## src/rtl/sprite_motion_if.sv

```systemverilog
// Keyboard-in / sprite-out bundle between the input logic and the sprite motion controller.
// master drives the keycode and observes the sprite; slave is the controller itself.
interface sprite_motion_if #(
    parameter int unsigned ANIM_FRAMES = 4
);
    localparam int unsigned AW = (ANIM_FRAMES > 1) ? $clog2(ANIM_FRAMES) : 1;

    logic [7:0]    Keycode;
    logic [9:0]    spritex;
    logic [9:0]    spritey;
    logic          facing_left;
    logic [AW-1:0] anim_sel;
    logic          airborne;

    modport master (
        output Keycode,
        input  spritex,
        input  spritey,
        input  facing_left,
        input  anim_sel,
        input  airborne
    );

    modport slave (
        input  Keycode,
        output spritex,
        output spritey,
        output facing_left,
        output anim_sel,
        output airborne
    );
endinterface

```

## src/rtl/sprite_motion_ctrl.sv

```systemverilog
// Per-frame player sprite controller: clamped horizontal walk, jump/gravity FSM,
// facing flag and walk-cycle frame selector, all updated once per vsync edge.
module sprite_motion_ctrl #(
    parameter int unsigned X_START     = 290,
    parameter int unsigned Y_START     = 350,
    parameter int unsigned X_MIN       = 0,
    parameter int unsigned X_MAX       = 639,
    parameter int unsigned SPRITE_W    = 32,
    parameter int unsigned Y_MIN       = 0,
    parameter int unsigned X_STEP      = 2,
    parameter int unsigned JUMP_V      = 8,
    parameter int unsigned GRAVITY     = 1,
    parameter int unsigned MAX_FALL    = 8,
    parameter int unsigned ANIM_FRAMES = 4,
    parameter int unsigned ANIM_DIV    = 6,
    parameter int unsigned KEY_LEFT    = 80,
    parameter int unsigned KEY_RIGHT   = 79,
    parameter int unsigned KEY_JUMP    = 82
) (
    input  logic             frame_clk,
    input  logic             Reset_n,
    sprite_motion_if.slave   bus
);

    localparam int unsigned AW = (ANIM_FRAMES > 1) ? $clog2(ANIM_FRAMES) : 1;
    localparam int unsigned DW = (ANIM_DIV > 1) ? $clog2(ANIM_DIV) : 1;

    localparam logic [10:0] X_LIM_11   = 11'(X_MAX - SPRITE_W + 1);
    localparam logic [10:0] X_MIN_11   = 11'(X_MIN);
    localparam logic [10:0] STEP_11    = 11'(X_STEP);
    localparam logic [9:0]  STEP_10    = 10'(X_STEP);
    localparam logic [10:0] Y_START_11 = 11'(Y_START);
    localparam logic [10:0] Y_MIN_11   = 11'(Y_MIN);
    localparam logic [5:0]  JUMP_V_6   = 6'(JUMP_V);
    localparam logic [5:0]  GRAV_6     = 6'(GRAVITY);
    localparam logic [6:0]  GRAV_7     = 7'(GRAVITY);
    localparam logic [6:0]  MAX_FALL_7 = 7'(MAX_FALL);
    localparam logic [DW-1:0] DIV_LAST = DW'(ANIM_DIV - 1);

    typedef enum logic [1:0] {
        ST_GROUND = 2'd0,
        ST_RISE   = 2'd1,
        ST_FALL   = 2'd2
    } state_e;

    state_e        state_q, state_d;
    logic [9:0]    x_q, x_d;
    logic [9:0]    y_q, y_d;
    logic [5:0]    v_q, v_d;
    logic          facing_q, facing_d;
    logic [AW-1:0] anim_q, anim_d;
    logic [DW-1:0] div_q, div_d;
    logic          airborne_q, airborne_d;

    logic key_left, key_right, key_jump, key_walk;
    assign key_left  = (bus.Keycode == 8'(KEY_LEFT));
    assign key_right = (bus.Keycode == 8'(KEY_RIGHT));
    assign key_jump  = (bus.Keycode == 8'(KEY_JUMP));
    assign key_walk  = key_left | key_right;

    // 11-bit intermediates keep every clamp comparison free of wrap-around.
    logic [10:0] x_ext, x_right;
    logic [9:0]  x_left;
    assign x_ext   = {1'b0, x_q};
    assign x_right = x_ext + STEP_11;
    assign x_left  = x_q - STEP_10;

    logic [10:0] y_ext, y_fall_sum;
    logic [9:0]  y_rise;
    logic [6:0]  nv_sum;
    logic [5:0]  nv;
    assign y_ext      = {1'b0, y_q};
    assign y_rise     = y_q - {4'b0, v_q};
    assign nv_sum     = {1'b0, v_q} + GRAV_7;
    assign nv         = (nv_sum > MAX_FALL_7) ? MAX_FALL_7[5:0] : nv_sum[5:0];
    assign y_fall_sum = y_ext + {5'b0, nv};

    always_comb begin
        // NOTE: every _d gets its hold value first, so no path can leave one unassigned and infer a latch.
        state_d  = state_q;
        x_d      = x_q;
        y_d      = y_q;
        v_d      = v_q;
        facing_d = facing_q;
        anim_d   = anim_q;
        div_d    = div_q;

        // Air control: horizontal motion applies in every vertical state.
        if (key_right) begin
            x_d      = (x_right > X_LIM_11) ? X_LIM_11[9:0] : x_right[9:0];
            facing_d = 1'b0;
        end else if (key_left) begin
            x_d      = (x_ext < X_MIN_11 + STEP_11) ? X_MIN_11[9:0] : x_left;
            facing_d = 1'b1;
        end

        case (state_q)
            ST_GROUND: begin
                if (key_jump) begin
                    state_d = ST_RISE;
                    v_d     = JUMP_V_6;
                end else begin
                    y_d = Y_START_11[9:0];
                end
                if (key_walk) begin
                    if (div_q == DIV_LAST) begin
                        div_d  = '0;
                        anim_d = anim_q + 1'b1;
                    end else begin
                        div_d = div_q + 1'b1;
                    end
                end else begin
                    div_d  = '0;
                    anim_d = '0;
                end
            end
            ST_RISE: begin
                y_d = (y_ext < Y_MIN_11 + {5'b0, v_q}) ? Y_MIN_11[9:0] : y_rise;
                if (v_q > GRAV_6) begin
                    v_d = v_q - GRAV_6;
                end else begin
                    v_d     = '0;
                    state_d = ST_FALL;
                end
            end
            ST_FALL: begin
                if (y_fall_sum >= Y_START_11) begin
                    y_d     = Y_START_11[9:0];
                    v_d     = '0;
                    state_d = ST_GROUND;
                end else begin
                    y_d = y_fall_sum[9:0];
                    v_d = nv;
                end
            end
            default: begin
                state_d = ST_GROUND;
                v_d     = '0;
                y_d     = Y_START_11[9:0];
            end
        endcase

        airborne_d = (state_d != ST_GROUND);
    end

    // NOTE: state registers use non-blocking assignments so all of them sample the same pre-edge values.
    always_ff @(posedge frame_clk or negedge Reset_n) begin
        if (!Reset_n) begin
            state_q    <= ST_GROUND;
            x_q        <= 10'(X_START);
            y_q        <= 10'(Y_START);
            v_q        <= '0;
            facing_q   <= 1'b0;
            anim_q     <= '0;
            div_q      <= '0;
            airborne_q <= 1'b0;
        end else begin
            state_q    <= state_d;
            x_q        <= x_d;
            y_q        <= y_d;
            v_q        <= v_d;
            facing_q   <= facing_d;
            anim_q     <= anim_d;
            div_q      <= div_d;
            airborne_q <= airborne_d;
        end
    end

    assign bus.spritex     = x_q;
    assign bus.spritey     = y_q;
    assign bus.facing_left = facing_q;
    assign bus.anim_sel    = anim_q;
    assign bus.airborne    = airborne_q;

endmodule

```

## src/flat_wrapper.sv

```systemverilog
// flat-port wrapper written by rule: the top's interface ports become plain ports
module sprite_motion_ctrl_flat 
#(
    parameter int unsigned X_START     = 290,
    parameter int unsigned Y_START     = 350,
    parameter int unsigned X_MIN       = 0,
    parameter int unsigned X_MAX       = 639,
    parameter int unsigned SPRITE_W    = 32,
    parameter int unsigned Y_MIN       = 0,
    parameter int unsigned X_STEP      = 2,
    parameter int unsigned JUMP_V      = 8,
    parameter int unsigned GRAVITY     = 1,
    parameter int unsigned MAX_FALL    = 8,
    parameter int unsigned ANIM_FRAMES = 4,
    parameter int unsigned ANIM_DIV    = 6,
    parameter int unsigned KEY_LEFT    = 80,
    parameter int unsigned KEY_RIGHT   = 79,
    parameter int unsigned KEY_JUMP    = 82
)
  (frame_clk, Reset_n, bus_Keycode, bus_spritex, bus_spritey, bus_facing_left, bus_anim_sel, bus_airborne);
  sprite_motion_if #(.ANIM_FRAMES(ANIM_FRAMES)) bus_i ();
  input  logic frame_clk;
  input  logic Reset_n;
  input wire logic [$bits(bus_i.Keycode)-1:0] bus_Keycode;
  output wire logic [$bits(bus_i.spritex)-1:0] bus_spritex;
  output wire logic [$bits(bus_i.spritey)-1:0] bus_spritey;
  output wire logic [$bits(bus_i.facing_left)-1:0] bus_facing_left;
  output wire logic [$bits(bus_i.anim_sel)-1:0] bus_anim_sel;
  output wire logic [$bits(bus_i.airborne)-1:0] bus_airborne;
  assign bus_i.Keycode = bus_Keycode;
  assign bus_spritex = bus_i.spritex;
  assign bus_spritey = bus_i.spritey;
  assign bus_facing_left = bus_i.facing_left;
  assign bus_anim_sel = bus_i.anim_sel;
  assign bus_airborne = bus_i.airborne;
  sprite_motion_ctrl #(.X_START(X_START), .Y_START(Y_START), .X_MIN(X_MIN), .X_MAX(X_MAX), .SPRITE_W(SPRITE_W), .Y_MIN(Y_MIN), .X_STEP(X_STEP), .JUMP_V(JUMP_V), .GRAVITY(GRAVITY), .MAX_FALL(MAX_FALL), .ANIM_FRAMES(ANIM_FRAMES), .ANIM_DIV(ANIM_DIV), .KEY_LEFT(KEY_LEFT), .KEY_RIGHT(KEY_RIGHT), .KEY_JUMP(KEY_JUMP)) u_core (.frame_clk(frame_clk), .Reset_n(Reset_n), .bus(bus_i));
endmodule
```

## config.mk

```make
export PLATFORM = sky130hd
export DESIGN_NAME = sprite_motion_ctrl_flat
export DESIGN_NICKNAME = d
export VERILOG_FILES = /design/src/rtl/sprite_motion_if.sv /design/src/rtl/sprite_motion_ctrl.sv /design/src/flat_wrapper.sv
export SDC_FILE = /design/constraint.sdc
export NUM_CORES = 1
export LEC_CHECK = 0
export ABC_AREA = 0
export CORE_MARGIN = 3
export CORE_UTILIZATION = 62
export CTS_CLUSTER_DIAMETER = 200
export DETAILED_ROUTE_END_ITERATION = 7
export PLACE_DENSITY = 0.82
export SLEW_MARGIN = 20
export SYNTH_ARGS = -nofsm -noshare
export SYNTH_HDL_FRONTEND = slang
export SYNTH_SLANG_ARGS = --single-unit
```

## constraint.sdc

```tcl
create_clock -name frame_clk -period 10.1 [get_ports frame_clk]
set_clock_uncertainty 0.2 [all_clocks]
set_input_delay 1.01 -clock frame_clk [delete_from_list [all_inputs] [get_ports frame_clk]]
set_output_delay 1.01 -clock frame_clk [all_outputs]
set_load 0.005 [all_outputs]
```

==> impl_metrics.ini <==
[outcome]
status = completed

[worst_hold_path]
hold_path_class = flip-flop to flip-flop
holdPathStages = 2
whs_endpoint = u_core.bus.facing_left
min_from = u_core.bus.facing_left

[yosys]
ys_dominant_reg_cell = dfrtp_1
syn_inst = 398
synth-xor-area-share_pct = 2.72
synth_fa_ha_area_share_pct = 9.41
synth_area_mm2 = 0.00322
ys_warn_count = 0
ys_seq_elements = 34
yosys.cell_types.count = 67
synth_largest_area_cell = dfrtp_1
avgSynthCellArea_um2 = 8.09
synth-simple-area-share_pct = 27.4
async_reset_ff_share_pct = 100
synth_top_family_by_area = simple AND/OR/NAND/NOR gates
yosysTopAreaCellShare_pct = 19.4
synth-seq-area-share_pct = 26.8
synth.mux.area_fraction_pct = 2.57
synthTopCellsByArea = dfrtp_1 19%, ha_1 8.2%, dfstp_2 7.3%
synth-compound-area-share_pct = 25.8
synth_edf_count = 0

[routing]
dr_total_vias = 3161
drc = 0
drt_iter0_drc = 178
final_antenna_net_count = 0
routed_wl_um = 8290
vias_per_cell = 6.49
wl_per_cell_um = 17.0
drtPass1Iterations = 5

[placement]
dp_slack_ns = 6.01
placed_area_mm2 = 0.00354
place.gp.congestion = 0.885
hpwl_um = 6050
io_buffers = 32

[global_routing]
grt_max_degree = 35
grt-ovfl-total = 0
grt_pass1_vias = 3025
grt_use_total_pct = 28.3
antenna_found_initial = 0
grt_pass1_wl_um = 14200

[die]
io_pins = 34
initial_core_util_pct = 66.0
coreArea_mm2 = 0.00488
die_w_um = 78.1
dieArea_mm2 = 0.00609
die_y_um = 78.1
num_rows = 25

[clock_network]
ctsHoldBuffers = 0
clk_path_buf_depth = 2
cts_tree = done
path_clk_slew_ns = 0.08
cts_root_buf = clkbuf_8
clock_latency_ns = 0.30
cts.sinks = 34
post_cts_buffers = 0
cts_made_buffers = 5
h-tree-depth = 2
post_cts_resized = 0

[sta]
fin_crit_ns = 4.19
tightestPinTransition_ns = 0.859
period_share_pct = 41.5
rsz0062_at_grt = false
slew_headroom_pct = 42.5
hold_violations = 0
timing.fmax_mhz = 239
slew_violations = 0
final.setup.tns_ns = 0
setup_viol = 0
setup_ws_ns = 5.91

[setup_path]
worst-path-buf-inv = 0
rr_endpoint = u_core.bus.airborne
reg2reg_setup_slack_ns = 5.91
critPathMaxFanout = 13
slowest_delay_ns = 0.58
slowest_stage = dfrtp_1
critPathRequiredTime_ns = 10.10
arrival_ns = 4.19
timing.critical_path.mode_cell = a211o_1
path_cells = ha_1 > o21ai_0 > a22oi_1 > nor2_1 > and2_1 > fa_1 > a211o_1 > a211o_1 > a211oi_2 > o21ai_1 > a22oi_4 > a211oi_1 > o31ai_1
worst_setup_path_end_kind = flip-flop
cp-start-kind = flip-flop
r2r_start = u_core.v_q[0]
critPathTopFamily = compound AO/OA/AOI/OAI gates
crit_type = flip-flop to flip-flop
worstRegToRegCells = 13

[pwr]
peakVddDrop_uv = 188
cellLeakagePower_nw = 1.53
power.density_mw_per_mm2 = 233

[run]
drv_cap = 0

[finish]
syn2layout_area_growth_pct = 14.4
drive_gt1_share_pct = 8.81
n_antenna_cell = 0
fin_area_mm2 = 0.00368
nets = 452
## cell families after synthesis
| family | count (synthesis) |
|---|---|
| flops | 34 |
| compound gates | 123 |
| buf+inv | 41 |
| mux | 8 |
| other cells | 1 |
| fa+ha+maj | 23 |
| xor+xnor | 10 |
| simple gates | 158 |
## worst max-delay path by stage
stage / startpoint / end / slack (ns) / cells past startpoint
2_1_floorplan: u_core.v_q[0] / u_core.bus.spritey[7] / 6.46 / 15
3_3_place_gp: u_core.v_q[0] / u_core.bus.airborne / 6.17 / 13
3_5_place_dp: u_core.v_q[0] / u_core.bus.airborne / 6.01 / 13
4_1_cts: u_core.v_q[0] / u_core.bus.airborne / 5.98 / 13
5_1_grt: u_core.v_q[0] / u_core.bus.airborne / 5.67 / 13
6_report: u_core.v_q[0] / u_core.bus.airborne / 5.91 / 13
## stage by stage
| step | instances | utilization (%) | total power, W | hold WS [ns] |
|---|---|---|---|---|
| global placement | 479 | 72.6 | 0.000684 | 0.277 |
| finish | 487 | 75.5 | 0.000857 | 0.305 |
| CTS | 487 | 75.5 | 0.000850 | 0.301 |
| floorplan | 400 | - | 0.000576 | 0.256 |
| global route | 487 | 75.5 | 0.000918 | 0.342 |
| detailed placement | 479 | 72.6 | 0.000690 | 0.291 |
## area by class of cell
type	count	area, µm²
tap	67	83.8
timing repair buffer	33	328
multi-input combinational	325	2200
clock buffer	5	68.8
fill	363	1200
clock inverter	3	68.8
sequential	34	862
inverter	20	75.1
## synth_stat cells (all sizes together), types with 6 or more instances
cell / n
o21ai: 41
nand2: 30
nor2: 29
dfrtp: 25
ha: 21
a21oi: 20
inv: 20
nand3: 17
nor3: 17
clkbuf: 16
and3: 9
dfstp: 9
nand4: 9
nor2b: 8
o211ai: 8
xnor2: 8
a31oi: 7
o21a: 7
a211oi: 6
mux2i: 6
nor3b: 6
## per-layer routing
layer	track usage [%]	part of all wire [%]
met4	5.94	0.82
met2	49.7	50
met5	0	0
met1	36.4	43
met3	5.16	5.9
## registers in the layout (all words and copies together), names as in the netlist
| register | count |
|---|---|
| u_core.bus.spritey | 10 |
| u_core.state_q | 2 |
| u_core.bus.airborne | 1 |
| u_core.div_q | 3 |
| u_core.bus.facing_left | 1 |
| u_core.v_q | 6 |
| u_core.bus.anim_sel | 2 |
| u_core.bus.spritex | 9 |
## worst reg2reg max path, cell delays in order, from the launching register on
cell	delay [ns]
dfrtp_1	0.58
ha_1	0.28
o21ai_0	0.10
a22oi_1	0.24
nor2_1	0.15
and2_1	0.22
fa_1	0.47
a211o_1	0.36
a211o_1	0.28
a211oi_2	0.19
o21ai_1	0.14
a22oi_4	0.42
a211oi_1	0.17
o31ai_1	0.29
## cell usage in the layout (no fill, tap or decap), types with 8 or more instances in the layout
master	count
a21oi_1	19
and3_1	9
clkdlybuf4s50_1	32
dfrtp_1	25
dfstp_2	9
ha_1	21
inv_1	20
nand2_1	30
nand3_1	17
nand4_1	8
nor2_1	29
nor2b_1	8
nor3_1	17
o211ai_1	8
o21ai_0	34
xnor2_1	8
## power by group
group          internal, W  switching [W]  leakage, nW
Combinational     0.000206       0.000279         1.02
Sequential        0.000169      0.0000465        0.436
Clock            0.0000990      0.0000574       0.0683
Total             0.000474       0.000383         1.53
(Power assumes the default switching activity.)
